**src/rtl/uart_pkg.sv**
```systemverilog
// uart_pkg: shared types for the UART transmitter slice.
// Holds the parity mode and transmitter FSM state enums.
package uart_pkg;

    typedef enum logic [1:0] {
        PAR_NONE = 2'd0,
        PAR_ODD  = 2'd1,
        PAR_EVEN = 2'd2
    } parity_e;

    typedef enum logic [2:0] {
        IDLE  = 3'd0,
        START = 3'd1,
        DATA  = 3'd2,
        PAR   = 3'd3,
        STOP  = 3'd4
    } state_e;

endpackage

```
**src/rtl/uart_tx_fifo_sync_fifo.sv**
```systemverilog
// sync_fifo: single-clock FIFO of DEPTH entries, W bits wide.
// Ports: clk, rstn, push_i, pop_i, data_i, data_o, full_o, empty_o, level_o.
module sync_fifo #(
    parameter int W     = 16,
    parameter int DEPTH = 4
) (
    input  logic                       clk,
    input  logic                       rstn,
    input  logic                       push_i,
    input  logic                       pop_i,
    input  logic [W-1:0]               data_i,
    output logic [W-1:0]               data_o,
    output logic                       full_o,
    output logic                       empty_o,
    output logic [$clog2(DEPTH+1)-1:0] level_o
);

    localparam int AW = $clog2(DEPTH);
    localparam int LW = $clog2(DEPTH + 1);

    logic [W-1:0]  mem_q [DEPTH];
    logic [AW-1:0] wr_q;
    logic [AW-1:0] rd_q;
    logic [LW-1:0] cnt_q;
    logic          do_push;
    logic          do_pop;

    assign full_o  = (cnt_q == LW'(DEPTH));
    assign empty_o = (cnt_q == '0);
    assign do_push = push_i && !full_o;
    assign do_pop  = pop_i && !empty_o;
    assign data_o  = mem_q[rd_q];
    assign level_o = cnt_q;

    always_ff @(posedge clk) begin
        if (do_push) begin
            mem_q[wr_q] <= data_i;
        end
    end

    // Pointers wrap naturally because DEPTH is a power of two.
    always_ff @(posedge clk or negedge rstn) begin
        if (!rstn) begin
            wr_q  <= '0;
            rd_q  <= '0;
            cnt_q <= '0;
        end else begin
            if (do_push) begin
                wr_q <= wr_q + 1'b1;
            end
            if (do_pop) begin
                rd_q <= rd_q + 1'b1;
            end
            cnt_q <= cnt_q + LW'(do_push) - LW'(do_pop);
        end
    end

endmodule

```
**src/rtl/uart_tx_fifo.sv**
```systemverilog
// uart_tx_fifo: FIFO-buffered UART transmitter, beats split into words, LSB first.
// Ports: clk, rstn, s_valid/s_ready/s_data, tx, busy, level (+cts_n with UART_TX_CTS_EN).
module uart_tx_fifo
    import uart_pkg::*;
#(
    parameter int CLOCKS_PER_PULSE = 4,
    parameter int BITS_PER_WORD    = 8,
    parameter int W_OUT            = 16,
    parameter int PARITY           = 0,
    parameter int STOP_BITS        = 1,
    parameter int DEPTH            = 4
) (
    input  logic                       clk,
    input  logic                       rstn,
`ifdef UART_TX_CTS_EN
    input  logic                       cts_n,
`endif
    input  logic                       s_valid,
    output logic                       s_ready,
    input  logic [W_OUT-1:0]           s_data,
    output logic                       tx,
    output logic                       busy,
    output logic [$clog2(DEPTH+1)-1:0] level
);

    localparam int NW = W_OUT / BITS_PER_WORD;
    localparam int CW = $clog2(STOP_BITS * CLOCKS_PER_PULSE);
    localparam int BW = $clog2(BITS_PER_WORD);
    localparam int WW = (NW > 1) ? $clog2(NW) : 1;
    localparam int LW = $clog2(DEPTH + 1);

    localparam parity_e       PMODE     = parity_e'(PARITY);
    localparam logic [CW-1:0] BIT_LAST  = CW'(CLOCKS_PER_PULSE - 1);
    localparam logic [CW-1:0] STOP_LAST = CW'(STOP_BITS * CLOCKS_PER_PULSE - 1);

    state_e           state_q, state_d;
    logic [CW-1:0]    cnt_q, cnt_d;
    logic [BW-1:0]    bit_q, bit_d;
    logic [WW-1:0]    wrd_q, wrd_d;
    logic [W_OUT-1:0] sh_q, sh_d;
    logic             par_q, par_d;
    logic             tx_q, tx_d;
    logic             rdy_q;

    logic             push;
    logic             pop;
    logic             full;
    logic             empty;
    logic [W_OUT-1:0] fdata;
    logic [LW-1:0]    flvl;
    logic [LW-1:0]    lvl_nxt;
    logic             go;
    logic             tick;

    sync_fifo #(
        .W     (W_OUT),
        .DEPTH (DEPTH)
    ) u_fifo (
        .clk     (clk),
        .rstn    (rstn),
        .push_i  (push),
        .pop_i   (pop),
        .data_i  (s_data),
        .data_o  (fdata),
        .full_o  (full),
        .empty_o (empty),
        .level_o (flvl)
    );

`ifdef UART_TX_CTS_EN
    logic [1:0] cts_q;

    // Resets to "not clear" so nothing leaves before cts_n is seen low.
    always_ff @(posedge clk or negedge rstn) begin
        if (!rstn) begin
            cts_q <= 2'b11;
        end else begin
            cts_q <= {cts_q[0], cts_n};
        end
    end

    assign go = !cts_q[1];
`else
    assign go = 1'b1;
`endif

    assign push    = s_valid && rdy_q && !full;
    assign lvl_nxt = flvl + LW'(push) - LW'(pop);
    assign tick    = (cnt_q == '0);

    assign s_ready = rdy_q;
    assign tx      = tx_q;
    assign busy    = (state_q != IDLE) || !empty;
    assign level   = flvl;

    always_comb begin
        state_d = state_q;
        cnt_d   = cnt_q;
        bit_d   = bit_q;
        wrd_d   = wrd_q;
        sh_d    = sh_q;
        par_d   = par_q;
        tx_d    = tx_q;
        pop     = 1'b0;
        unique case (state_q)
            IDLE: begin
                tx_d = 1'b1;
                if (!empty && go) begin
                    pop     = 1'b1;
                    sh_d    = fdata;
                    wrd_d   = '0;
                    cnt_d   = BIT_LAST;
                    tx_d    = 1'b0;
                    state_d = START;
                end
            end
            START: begin
                if (tick) begin
                    state_d = DATA;
                    cnt_d   = BIT_LAST;
                    bit_d   = '0;
                    tx_d    = sh_q[0];
                    par_d   = sh_q[0];
                end else begin
                    cnt_d = cnt_q - 1'b1;
                end
            end
            DATA: begin
                if (tick) begin
                    cnt_d = BIT_LAST;
                    // Shifting once per bit leaves the next word at the bottom.
                    sh_d  = sh_q >> 1;
                    if (bit_q == BW'(BITS_PER_WORD - 1)) begin
                        if (PMODE != PAR_NONE) begin
                            state_d = PAR;
                            tx_d    = (PMODE == PAR_ODD) ? ~par_q : par_q;
                        end else begin
                            state_d = STOP;
                            cnt_d   = STOP_LAST;
                            tx_d    = 1'b1;
                        end
                    end else begin
                        bit_d = bit_q + 1'b1;
                        tx_d  = sh_q[1];
                        par_d = par_q ^ sh_q[1];
                    end
                end else begin
                    cnt_d = cnt_q - 1'b1;
                end
            end
            PAR: begin
                if (tick) begin
                    state_d = STOP;
                    cnt_d   = STOP_LAST;
                    tx_d    = 1'b1;
                end else begin
                    cnt_d = cnt_q - 1'b1;
                end
            end
            STOP: begin
                if (tick) begin
                    if (wrd_q != WW'(NW - 1)) begin
                        wrd_d   = wrd_q + 1'b1;
                        cnt_d   = BIT_LAST;
                        tx_d    = 1'b0;
                        state_d = START;
                    end else if (!empty && go) begin
                        pop     = 1'b1;
                        sh_d    = fdata;
                        wrd_d   = '0;
                        cnt_d   = BIT_LAST;
                        tx_d    = 1'b0;
                        state_d = START;
                    end else begin
                        tx_d    = 1'b1;
                        state_d = IDLE;
                    end
                end else begin
                    cnt_d = cnt_q - 1'b1;
                end
            end
            default: begin
                tx_d    = 1'b1;
                state_d = IDLE;
            end
        endcase
    end

    always_ff @(posedge clk or negedge rstn) begin
        if (!rstn) begin
            state_q <= IDLE;
            cnt_q   <= '0;
            bit_q   <= '0;
            wrd_q   <= '0;
            sh_q    <= '0;
            par_q   <= 1'b0;
            tx_q    <= 1'b1;
            rdy_q   <= 1'b0;
        end else begin
            state_q <= state_d;
            cnt_q   <= cnt_d;
            bit_q   <= bit_d;
            wrd_q   <= wrd_d;
            sh_q    <= sh_d;
            par_q   <= par_d;
            tx_q    <= tx_d;
            // Ready looks ahead at the post-edge fill so a full FIFO is never pushed.
            rdy_q   <= (lvl_nxt != LW'(DEPTH));
        end
    end

endmodule

```
**config.mk**
```make
export PLATFORM = sky130hd
export DESIGN_NAME = uart_tx_fifo
export DESIGN_NICKNAME = d
export VERILOG_FILES = /design/src/rtl/uart_pkg.sv /design/src/rtl/uart_tx_fifo_sync_fifo.sv /design/src/rtl/uart_tx_fifo.sv
export SDC_FILE = /design/constraint.sdc
export NUM_CORES = 1
export LEC_CHECK = 0
export ABC_AREA = 1
export BUFFER_PORTS_ARGS = -buffer_cell sky130_fd_sc_hd__buf_2
export CAP_MARGIN = 5
export CORE_MARGIN = 2
export CORE_UTILIZATION = 55
export DETAILED_ROUTE_END_ITERATION = 8
export HOLD_SLACK_MARGIN = 0.12
export PLACE_DENSITY_LB_ADDON = 0.2
export SLEW_MARGIN = 40
export SYNTH_ARGS = -nofsm -noshare
export SYNTH_HDL_FRONTEND = slang
export SYNTH_SLANG_ARGS = --single-unit
```
**constraint.sdc**
```tcl
create_clock -name clk -period 5 [get_ports clk]
set_input_delay 0.75 -clock clk [delete_from_list [all_inputs] [get_ports clk]]
set_output_delay 0.75 -clock clk [all_outputs]
set_load 0.05 [all_outputs]
```
---- Word-level counts from Yosys, hierarchy flattened ----
Memory sizes are Yosys's and may differ from the RTL's.
Cells that the tools add are included.
cells by class
  $add $sub $neg .......................... 9
  eq/ne operators ......................... 15
  multiplexer cells ....................... 41
  reduce and logical (&&, ||, !) cells .... 21
operators by type and width
  cell                 number
  $mux 16              4
  $pmux 16 s3          1
  $mux 3               9
  $mux 1               17
  $ne 2x2->1 const B   8
  $pmux 3 s5           1
  $reduce_and 4->1     3
  $eq 3x3->1 const B   3
  $reduce_bool 3->1    3
  $mux 2               4
  $add 3x1->3          2
  $eq 3x2->1 const B   2
  $logic_not 3->1      2
  $pmux 2 s3           1
  $pmux 3 s2           1
  $reduce_and 6->1     1
  $sub 3x1->3          2
  $pmux 1 s5           1
  $add 2x1->2 const B  2
  $logic_and 1x1->1    4
  $pmux 1 s2           2
  $reduce_bool 2->1    2
  $add 3x1->3 const B  1
  $eq 3x1->1 const B   1
  other kinds (8)      9
word-level totals
  register bits after elaboration ......... 34
  memory bits (writable) .................. 64
  input port bits ......................... 19
  output and inout port bits .............. 6
  logic and storage cells ................. 97
  memories kept ........................... 1
memory list
  name          words  width  read ports  clocked after memory_dff  wr ports  RTL line                      source
  u_fifo.mem_q  4      16     1           0                         1         uart_tx_fifo_sync_fifo.sv:21  logic [W-1:0] mem_q [DEPTH];

---- Depth between registers and ports, before layout ----
Gate-level depths: netlist of the first run.
  word-level depth ........................ 7
  gate-level depth with buffers ........... 16
  depth with buffers taken out ............ 15

---- By module ----
Synthesis of the first run repeated with hierarchy kept, for this count alone.
unflattened totals
  cell total of the unflattened synthesis .. 503
  area, all modules ....................... 4713.3 um^2
by module, submodules not included
  module        times used  cells each  area an instance (um^2)  sequential area each (um^2)
  sync_fifo     1           261         2991.6                   2097.0
  uart_tx_fifo  1           242         1721.7                   676.9

---- Worst setup path after synthesis of the first run ----
OpenSTA, ideal clock, no wires.
  path kind ............................... reg-to-reg
  start ................................... reg u_fifo.cnt_q[1] (netlist: u_fifo.level_o[1])
  end ..................................... reg rdy_q (netlist: s_ready)
  library setup time ...................... 0.128 ns
  arrival time ............................ 2.353 ns
  required time ........................... 4.872 ns
  setup slack ............................. 2.519 ns
  stages on the path, launching flop included .. 12
  buffers on the path ..................... 0
  period minus slack after synthesis ...... 2.481 ns
  cell sequence ........................... dfrtp_1 > nor2_1 > nand2_1 > nand2_1 > inv_1 > ha_1 > inv_1 > ha_1 > inv_1 > fa_1 > nand3_1 > o21bai_1
between the ends
  cells in the longest elaborated chain, start to end .. 7
  elaborated cells on any way between the ends .. 11
  classes of those cells .................. add/sub (2); eq/ne (2); mux (4); reduce/logical (3)
ends and longest elaborated chain
  item                                                                 RTL line                      source
  start, declared                                                      uart_tx_fifo_sync_fifo.sv:24  logic [LW-1:0] cnt_q;
  start signal, assigned                                               uart_tx_fifo_sync_fifo.sv:54  cnt_q <= cnt_q + LW'(do_push) - LW'(do_pop);
  parallel branches: the longest is 5 deep, another holds $add 3x1->3  n/a
  $sub 3x1->3 *                                                        uart_tx_fifo.sv:88            assign lvl_nxt = flvl + LW'(push) - LW'(pop);
  $ne 3x3->1 *                                                         uart_tx_fifo.sv:208           rdy_q <= (lvl_nxt != LW'(DEPTH));
  end signal, assigned                                                 uart_tx_fifo.sv:208
  end, declared                                                        uart_tx_fifo.sv:43            logic rdy_q;
Every way passes the cells marked *.
A chain may end at the register's enable or synchronous reset.

---- Worst setup path after layout of the first run ----
  start ................................... reg cnt_q[0]
  end ..................................... reg rdy_q (netlist: s_ready)
between the ends
  cells in the longest elaborated chain, start to end .. 5
ends and longest elaborated chain
  item                    RTL line             source
  start, declared         uart_tx_fifo.sv:37   logic [CW-1:0] cnt_q, cnt_d;
  start signal, assigned  uart_tx_fifo.sv:201  cnt_q <= cnt_d;
  $logic_not 2->1         uart_tx_fifo.sv:89   assign tick = (cnt_q == '0);
  $mux 1                  uart_tx_fifo.sv:161  if (tick) begin
  $pmux 1 s2              uart_tx_fifo.sv:105  unique case (state_q)
  $sub 3x1->3             uart_tx_fifo.sv:88
  $ne 3x3->1              uart_tx_fifo.sv:208
No other way between the ends.

==> results of run 1 <==
where the power goes:
part           total (mW)  internal [mW]  leakage, nW  switching, mW
sequential           1.04          0.998        0.994         0.0443
combinational       0.351         0.0990         1.07          0.252
clock               0.571          0.288        0.109          0.282
total                1.96           1.39         2.18          0.579
metrics by stage:
stage	instances	worst slack [ps]
2_1_floorplan	465	2520
3_3_place_gp	576	2560
3_5_place_dp	576	2510
4_1_cts	592	2510
5_1_grt	592	2300
6_report	592	2510
logic make-up (layout without fill, tap and decap cells):
group / after synthesis / in the layout / synth area share
compound gates: 29 / 29 / 0.0348
xor+xnor: 3 / 3 / 0.00575
fa+ha+maj: 14 / 14 / 0.0416
buf+inv: 53 / 75 / 0.0570
flops: 98 / 98 / 0.607
simple gates: 268 / 268 / 0.253
metal layers:
metal,global-route usage,vias up,part of all wire
met2,0.356,77,0.50
met5,0,-,0
li1,-,1561,-
met1,0.284,1530,0.44
met4,0.0809,0,0.014
met3,0.0482,9,0.040
final timing paths:
kind	from	to	slack [ps]	depth (start not counted)
setup / recovery	cnt_q[0]	s_ready	2510	13
hold / removal	rstn	s_ready	320	1
setup reg to reg	cnt_q[0]	s_ready	2510	13
hold reg to reg	sh_q[14]	sh_q[14]	490	2
max in group asynchronous	rstn	sh_q[1]	4350	1
min in group clk	sh_q[14]	sh_q[14]	490	2
layout by cell type, fill, tap and decap left out, types with 2 or more instances in the layout:
cell       instances
nand2_1          165
nor2_1            16
buf_4              2
a21oi_1            2
nand2_2           12
xnor2_1            2
ha_1              12
fa_1               2
buf_2             23
nand3b_1           2
nor2_4             6
clkbuf_8           9
clkinv_2           2
nand3_1           61
nand4_1            2
bufinv_16          2
dfrtp_1           33
inv_2              2
o21ai_1           11
edfxtp_1          64
o21ai_0           14
inv_1             29
critical path: stages, from the launching register on:
cell and delay, ps:
dfrtp_1 400, inv_1 80, ha_1 310, nand2_1 90
a21oi_1 170, nand2_1 120, inv_1 70, ha_1 210
inv_1 60, ha_1 130, inv_1 40, fa_1 470
nand3_1 70, o21bai_1 140
registers in the layout (all words and copies together), names as in the netlist:
| name | count |
|---|---|
| bit_q | 3 |
| cnt_q | 2 |
| s_ready | 1 |
| sh_q | 16 |
| state_q | 3 |
| tx | 1 |
| u_fifo.level_o | 3 |
| u_fifo.mem_q | 64 |
| u_fifo.rd_q | 2 |
| u_fifo.wr_q | 2 |
| wrd_q | 1 |
area by class of cell:
type / instances / area, um^2 / area share
Sequential cell: 98 / 2770 / 0.560
Inverter: 34 / 130 / 0.0262
Multi-Input combinational cell: 314 / 1570 / 0.316
Clock buffer: 10 / 128 / 0.0257
Timing Repair Buffer: 25 / 130 / 0.0262
Tap cell: 105 / 131 / 0.0265
Clock inverter: 6 / 96.3 / 0.0194
Yosys cell counts:
cell type	instances
nand2_1	165
nor2_4	1
a21oi_1	2
buf_12	1
nor2_1	20
inv_2	2
fa_1	2
nor2_2	2
dfstp_2	1
o21bai_1	1
clkinv_2	1
xnor2_1	2
nand3_1	61
o21ai_1	11
o21ai_4	1
nand3b_1	2
clkinv_1	2
nor2_8	1
clkbuf_1	4
nor3_1	1
dfrtp_1	33
xor2_1	1
buf_4	1
clkbuf_2	1
or2_2	1
inv_1	29
edfxtp_1	64
nand4_1	2
o21ai_0	14
buf_2	7
ha_1	12
buf_6	4
nand2_2	12
buf_1	1
==> flow_metrics.tcl, run 1 <==
set metrics [dict create \
    avgSynthCellArea_um2 9.82 \
    floorplan.io_pins 25 \
    drc 0 \
    grt_overflow 0 \
    drt_first_iter_violations 187 \
    groute.usage.overall 0.217 \
    worst_ep_arrival_time_ps 2740 \
    synthesis.area_um2 4570 \
    cts.repair_timing.setup_buffer_count 0 \
    die_area_um2 9050 \
    worst_setup_path_end_kind "register" \
    wirelength_um 8880 \
    post_synth_top_area_cell "edfxtp_1" \
    rsz0062_at_grt "false" \
    grt_antenna_before_repair 0 \
    total_of_hold_buffers_inserted_after_clock_tree_synthesis 0 \
    fillers 673 \
    cp.required_ps 5250 \
    io_buffer_count 24 \
    power.ir.vdd_worst_mv 0.232 \
    antenna_cells 0 \
    flow.area_growth_from_synthesis_pct 8.55 \
    dpl.hpwl_um 5310 \
    die_w_um 95.1 \
    fin_crit_ps 2490 \
    initial_utilization 0.561 \
    worst-slew-pin-transition_ps 774 \
    timing_hold_violations_final 0 \
    drive_above_1_share 0.138 \
    net_count_of_the_mapped_netlist 498 \
    fin_nets 515 \
    floorplan.core_area_um2 8130 \
    numCtsBuffers 9 \
    clk-insertion-delay-late_ps 360 \
    seq_area_frac_synth 0.607 \
    synthDominantCellAreaShare 0.421 \
    fp-row-count 33 \
    timing.critical_path.from_type "register" \
    final_cell_area_um2 4960 \
    run_status "complete, no violations" \
    timing.final.max_slew_violations 0 \
    crit_type "reg2reg" \
    ys.warnings.count 0 \
    crit_path_max_fanout 8 \
    setup_tns_ps 0 \
    synth.distinct_cells 34 \
    power.density_nw_per_um2 396 \
    grt_pass1_wl_um 14800 \
    slew-limit-headroom 0.484 \
    hold_path_class "in2async" \
    setup-violations-final 0 \
    clock_tree.htree_level_count 3 \
    max-clock-path-buffers 2 \
    p_leak_nw 2.18 \
    netlist_instances 465 \
    hold-worst-slack_ps 316 \
    max-cap-violations 0 \
    detail-route-antenna-nets 0 \
    cts_resized 0 \
    clk_pin_slew_ps 100 \
    drt-wirelength-per-cell_um 15.0 \
    routed-via-count 3177 \
    drt_pass1_iterations 4 \
    worst_clock_skew_ps 14.2 \
    dieHeight_um 95.1 \
    synth_top_cells_by_area "edfxtp_1, dfrtp_1, nand2_1" \
    cts.sink_count 98 \
    max_clock_freq_ghz 0.402 \
    post_drt_via_cell_ratio 5.37 \
    fin_total_pwr_mw 1.96 \
    synthesis_stage_register_bit_count 98 \
    postPlaceCellArea_um2 4730 \
    cts_root_buffer "clkbuf_8" \
    period_share 0.497 \
    first_global_vias 3055 \
    grt_max_degree 35 \
    final_core_utilization 0.609 \
    tritoncts_clock_tree "built" \
    gp_congestion 0.853 \
]
Power figures use the tool's default switching activity.
==> run 2: changes to the inputs <==
- clock period: 5 -> 2.5 ns (I/O delays scaled with it)
==> flow_metrics.tcl, run 2 (synthesis results as in run 1) <==
set metrics [dict create \
    fin_nets 529 \
    worst_ep_arrival_time_ps 2580 \
    final_cell_area_um2 4990 \
    grt_max_degree 35 \
    flow.area_growth_from_synthesis_pct 9.21 \
    initial_utilization 0.561 \
    routed-via-count 3167 \
    leading_cell_type_in_the_layout_fill_and_taps_excluded "nand2_1" \
    run_status "complete, no violations" \
    setup-violations-final 0 \
    p_seq_frac 0.554 \
    groute.layer.met1.usage 0.298 \
    detail-route-antenna-nets 0 \
    drc 0 \
    drive_above_1_share 0.154 \
    met2_usage 0.356 \
    post_drt_via_cell_ratio 5.23 \
    fillers 664 \
    groute.usage.overall 0.218 \
    drt_pass1_iterations 4 \
    fp-row-count 33 \
    floorplan.core_area_um2 8130 \
    worst_clock_skew_ps 8.80 \
    die_w_um 95.1 \
    floorplan.io_pins 25 \
    layout.cells.most_common_list "nand2_1, edfxtp_1, nand3_1, dfrtp_1, inv_1" \
    postPlaceCellArea_um2 4790 \
    period_share 0.934 \
    hold_path_class "in2reg" \
    worst_setup_path_end_kind "register" \
    drt-wirelength-per-cell_um 14.5 \
    crit_top_cell "inv_1" \
    standard_cell_with_the_maximum_stage_delay_on_the_critical_path "fa_1" \
    clk-insertion-delay-late_ps 360 \
    cp.required_ps 2740 \
    power.share.clock 0.251 \
    timing.critical_path.cells "inv_1, ha_1, nand2_1, a21oi_2, nand2_2, inv_1, ha_1, inv_1, ha_1, inv_1, fa_1, nand3_1, o21bai_1" \
    clock_tree.htree_level_count 3 \
    final_core_utilization 0.613 \
    power_switching_mw 1.13 \
    max-clock-path-buffers 2 \
    dieHeight_um 95.1 \
    p_leak_nw 2.22 \
    cts.sink_count 98 \
    power.combinational.fraction 0.195 \
    numCtsBuffers 9 \
    drt_first_iter_violations 156 \
    clk_pin_slew_ps 100 \
    most_congested_layer_reported_by_global_routing "met2" \
    gp_congestion 0.913 \
    antenna_cells 0 \
    max-cap-violations 0 \
    crit_path_max_fanout 4 \
    timing.critical_path.from_type "register" \
    cell_count_final_fillers_out 606 \
    setup_tns_ps 0 \
    wirelength_um 8810 \
    cts_root_buffer "clkbuf_8" \
    flip_flop_count_of_the_largest_register_after_layout 64 \
    rsz0062_at_grt "false" \
    timing_hold_violations_final 0 \
    power.density_nw_per_um2 748 \
    grt_pass1_wl_um 14800 \
    timing.critical_path.slowest_cell_delay_ps 480 \
    biggestRegsByFlops "u_fifo.mem_q: 64 flops, sh_q: 16 flops" \
    internal_power_mw 2.59 \
    timing.final.max_slew_violations 0 \
    grt_overflow 0 \
    global_route_met3_usage 0.0308 \
    tritoncts_clock_tree "built" \
    dpl.hpwl_um 5690 \
    io_buffer_count 24 \
    cp_top_family "adder cells" \
    die_area_um2 9050 \
    max_clock_freq_ghz 0.428 \
    grt_antenna_before_repair 0 \
    crit_type "reg2reg" \
    worst-slew-pin-transition_ps 669 \
    top_register "u_fifo.mem_q" \
    first_global_vias 3045 \
    fin_crit_ps 2340 \
    crit_buf_inv 4 \
    power.ir.vdd_worst_mv 0.471 \
    slew-limit-headroom 0.553 \
    numPlacedInstances 589 \
    switching_share 0.304 \
]
-- run 2: cell count changes in the layout (fill, tap and decap cells not counted), moves of 2 or more --
cell and delta:
buf_4 +13, nor2_4 -5, nor2_1 +4, bufinv_16 -2
-- run 2: final timing paths --
path / start / endpoint / slack [ps] / cells past startpoint
max in group asynchronous: rstn / tx / 1650 / 2
min in group asynchronous: rstn / s_ready / 500 / 2
worst min register to register: sh_q[6] / sh_q[6] / 490 / 2
worst min-delay path: s_data[6] / u_fifo.mem_q[3][6] / 220 / 1
worst max-delay path: cnt_q[0] / s_ready / 160 / 13
worst max register to register: cnt_q[0] / s_ready / 160 / 13
-- run 2: power by group through the flow --
stage          logic (mW)  clock network [mW]  registers (mW)
3_3_place_gp        0.710                   0            2.09
5_1_grt             0.830                1.03            2.09
3_5_place_dp        0.741                   0            2.10
6_report            0.727               0.937            2.06
2_1_floorplan       0.371                   0            2.21
4_1_cts             0.743               0.963            2.07
-- run 2: layout make-up --
cell class	count	area (um^2)	area share
Multi-Input combinational cell	314	1540	0.309
Clock buffer	10	128	0.0256
Tap cell	105	131	0.0263
Sequential cell	98	2770	0.556
Timing Repair Buffer	39	238	0.0477
Clock inverter	6	48.8	0.00978
Inverter	34	129	0.0258
-- run 2: routing by layer --
| layer | wire (um) | vias up |
|---|---|---|
| met5 | 0 | - |
| met4 | 170 | 0 |
| met3 | 245 | 13 |
| met2 | 4340 | 50 |
| met1 | 4050 | 1511 |
| li1 | - | 1593 |
-- run 2: stage by stage --
step           setup slack [ps]  total power [mW]  hold slack (ps)
3_3_place_gp                219              2.80              463
4_1_cts                     105              3.77              210
2_1_floorplan              19.2              2.58             79.4
5_1_grt                   0.891              3.95              212
3_5_place_dp                106              2.84              470
6_report                    164              3.73              223
-- run 2: repair_timing --
action	4_1_cts	5_1_grt
endpoints found under the setup margin	0	1
buffers inserted	0	0
hold endpoints to repair	7	0
gates resized for setup	0	2
hold buffers	1	0
==> run 3: changes to the inputs <==
- CELL_PAD_IN_SITES_DETAIL_PLACEMENT: unset -> 0
- CELL_PAD_IN_SITES_GLOBAL_PLACEMENT: unset -> 1
- CORE_UTILIZATION: 55 -> 48
==> flow_metrics.tcl, run 3 (synthesis results as in run 1) <==
set metrics [dict create \
    period_share 0.935 \
    detail-route-antenna-nets 0 \
    crit_type "reg2reg" \
    power.density_nw_per_um2 761 \
    die_area_um2 10300 \
    slew-limit-headroom 0.546 \
    flow.area_growth_from_synthesis_pct 11.5 \
    grt_max_degree 35 \
    drt_first_iter_violations 190 \
    fin_crit_ps 2340 \
    worst_ep_arrival_time_ps 2580 \
    gp_congestion 0.844 \
    max-clock-path-buffers 2 \
    cp_top_family "adder cells" \
    post_drt_via_cell_ratio 4.97 \
    hold_path_class "in2reg" \
    max-cap-violations 0 \
    dieHeight_um 102 \
    drt_pass1_iterations 4 \
    dpl.hpwl_um 5680 \
    worst_setup_path_end_kind "register" \
    routed-via-count 3148 \
    initial_utilization 0.494 \
    dr.max_layer_used "met4" \
    crit_top_cell "inv_1" \
    rsz0062_at_grt "false" \
    layout.cells.most_common_list "nand2_1, edfxtp_1, nand3_1, dfrtp_1, inv_1" \
    wirelength_um 9000 \
    floorplan.core_area_um2 9240 \
    route.met3.wl_um 180 \
    floorplan.io_pins 25 \
    fin_nets 533 \
    finalWorstSetupSlack_ps 163 \
    clock_tree.htree_level_count 3 \
    run_status "complete, no violations" \
    timing.critical_path.slowest_cell_delay_ps 480 \
    drc 0 \
    io_buffer_count 24 \
    p_leak_nw 2.25 \
    met1Wirelength_um 4140 \
    drt-wirelength-per-cell_um 14.2 \
    fp-row-count 35 \
    met2_wirelength_um 4570 \
    crit_path_max_fanout 4 \
    tritoncts_clock_tree "built" \
    numCtsBuffers 9 \
    power_switching_mw 1.16 \
    top_register "u_fifo.mem_q" \
    preCtsSetupSlack_ps 95.2 \
    flip_flop_count_of_the_largest_register_after_layout 64 \
    first_global_vias 3071 \
    worst-slew-pin-transition_ps 680 \
    standard_cell_with_the_maximum_stage_delay_on_the_critical_path "fa_1" \
    timing.critical_path.from_type "register" \
    grt_pass1_wl_um 15200 \
    clk_pin_slew_ps 100 \
    clk-insertion-delay-late_ps 360 \
    worst_clock_skew_ps 8.63 \
    switching_share 0.300 \
    setup_tns_ps 0 \
    critical_path_depth 13 \
    r2r_cells 13 \
    cts_root_buffer "clkbuf_8" \
    grt_overflow 0 \
    power.ir.vdd_worst_mv 0.428 \
    die_w_um 102 \
    drive_above_1_share 0.166 \
    cts.sink_count 98 \
    cp.required_ps 2740 \
    antenna_cells 0 \
    fillers 840 \
    power.share.clock 0.282 \
    biggestRegsByFlops "u_fifo.mem_q: 64 flops, sh_q: 16 flops" \
    groute.usage.overall 0.192 \
    internal_power_mw 2.71 \
    timing.critical_path.cells "inv_1, ha_2, nand2_1, a21oi_2, nand2_2, inv_1, ha_1, inv_1, ha_1, inv_1, fa_1, nand3_1, o21bai_1" \
    power.combinational.fraction 0.185 \
    timing.final.max_slew_violations 0 \
    timing_hold_violations_final 0 \
    grt_antenna_before_repair 0 \
    leading_cell_type_in_the_layout_fill_and_taps_excluded "nand2_1" \
    max_clock_freq_ghz 0.428 \
    crit_buf_inv 4 \
    setup-violations-final 0 \
    p_seq_frac 0.534 \
    holdPathStages 1 \
]
==> run 3: routing by layer <==
metal  global-route usage  up-vias
met5                    0        -
met4               0.0593        0
met3               0.0297       10
met2                0.333       37
met1                0.250     1508
li1                     -     1593
==> run 3: layout make-up <==
cell class | instances | area (um^2) | share of cell area
flip-flops and latches | 98 | 2770 | 0.545
clock inverters | 7 | 95.1 | 0.0187
well taps | 129 | 161 | 0.0317
multi-input cells | 314 | 1540 | 0.303
inverters | 34 | 129 | 0.0253
repair buffers | 43 | 268 | 0.0526
clock buffers | 9 | 124 | 0.0243
==> run 3: path summary, 6_finish.rpt <==
kind / startpoint / to / slack (ps)
worst max-delay path: cnt_q[1] / s_ready / 160
worst min-delay path: s_data[8] / u_fifo.mem_q[1][8] / 220
worst max register to register: cnt_q[1] / s_ready / 160
worst min register to register: bit_q[0] / bit_q[0] / 490
max in group asynchronous: rstn / tx / 1650
min in group asynchronous: rstn / u_fifo.level_o[2] / 490
==> run 3: stage by stage <==
| step | utilization | total power [mW] | area [um^2] | std cells | hold WS (ps) |
|---|---|---|---|---|---|
| 2_1_floorplan | - | 2.58 | 4570 | 465 | 79.4 |
| 5_1_grt | 0.551 | 4.11 | 5090 | 634 | 200 |
| 3_3_place_gp | 0.523 | 2.81 | 4830 | 614 | 465 |
| 6_report | 0.551 | 3.88 | 5090 | 634 | 221 |
| 4_1_cts | 0.547 | 3.93 | 5060 | 631 | 210 |
| 3_5_place_dp | 0.523 | 2.83 | 4830 | 614 | 474 |
==> run 3: worst register-to-register path, cell delays in order, from the launching register on <==
cell and delay [ps]:
dfrtp_1 430, inv_1 70, ha_2 170, nand2_1 60, a21oi_2 190, nand2_2 80
inv_1 60, ha_1 220, inv_1 60, ha_1 130, inv_1 50, fa_1 480
nand3_1 70, o21bai_1 140
==> run 3: what timing repair did <==
action / CTS / global route
hold buffers: 1 / 0
setup buffers: 0 / 3
gates resized for setup: 0 / 4
endpoints found under the hold margin: 18 / 0
setup endpoints to repair: 0 / 1
==> run 3: power by group through the flow <==
stage	clock (mW)	sequential, mW	combinational, mW
after global routing	1.21	2.09	0.815
after global placement	0	2.10	0.714
after detailed placement	0	2.11	0.727
final	1.09	2.07	0.716
after CTS	1.12	2.07	0.731
after floorplan	0	2.21	0.371
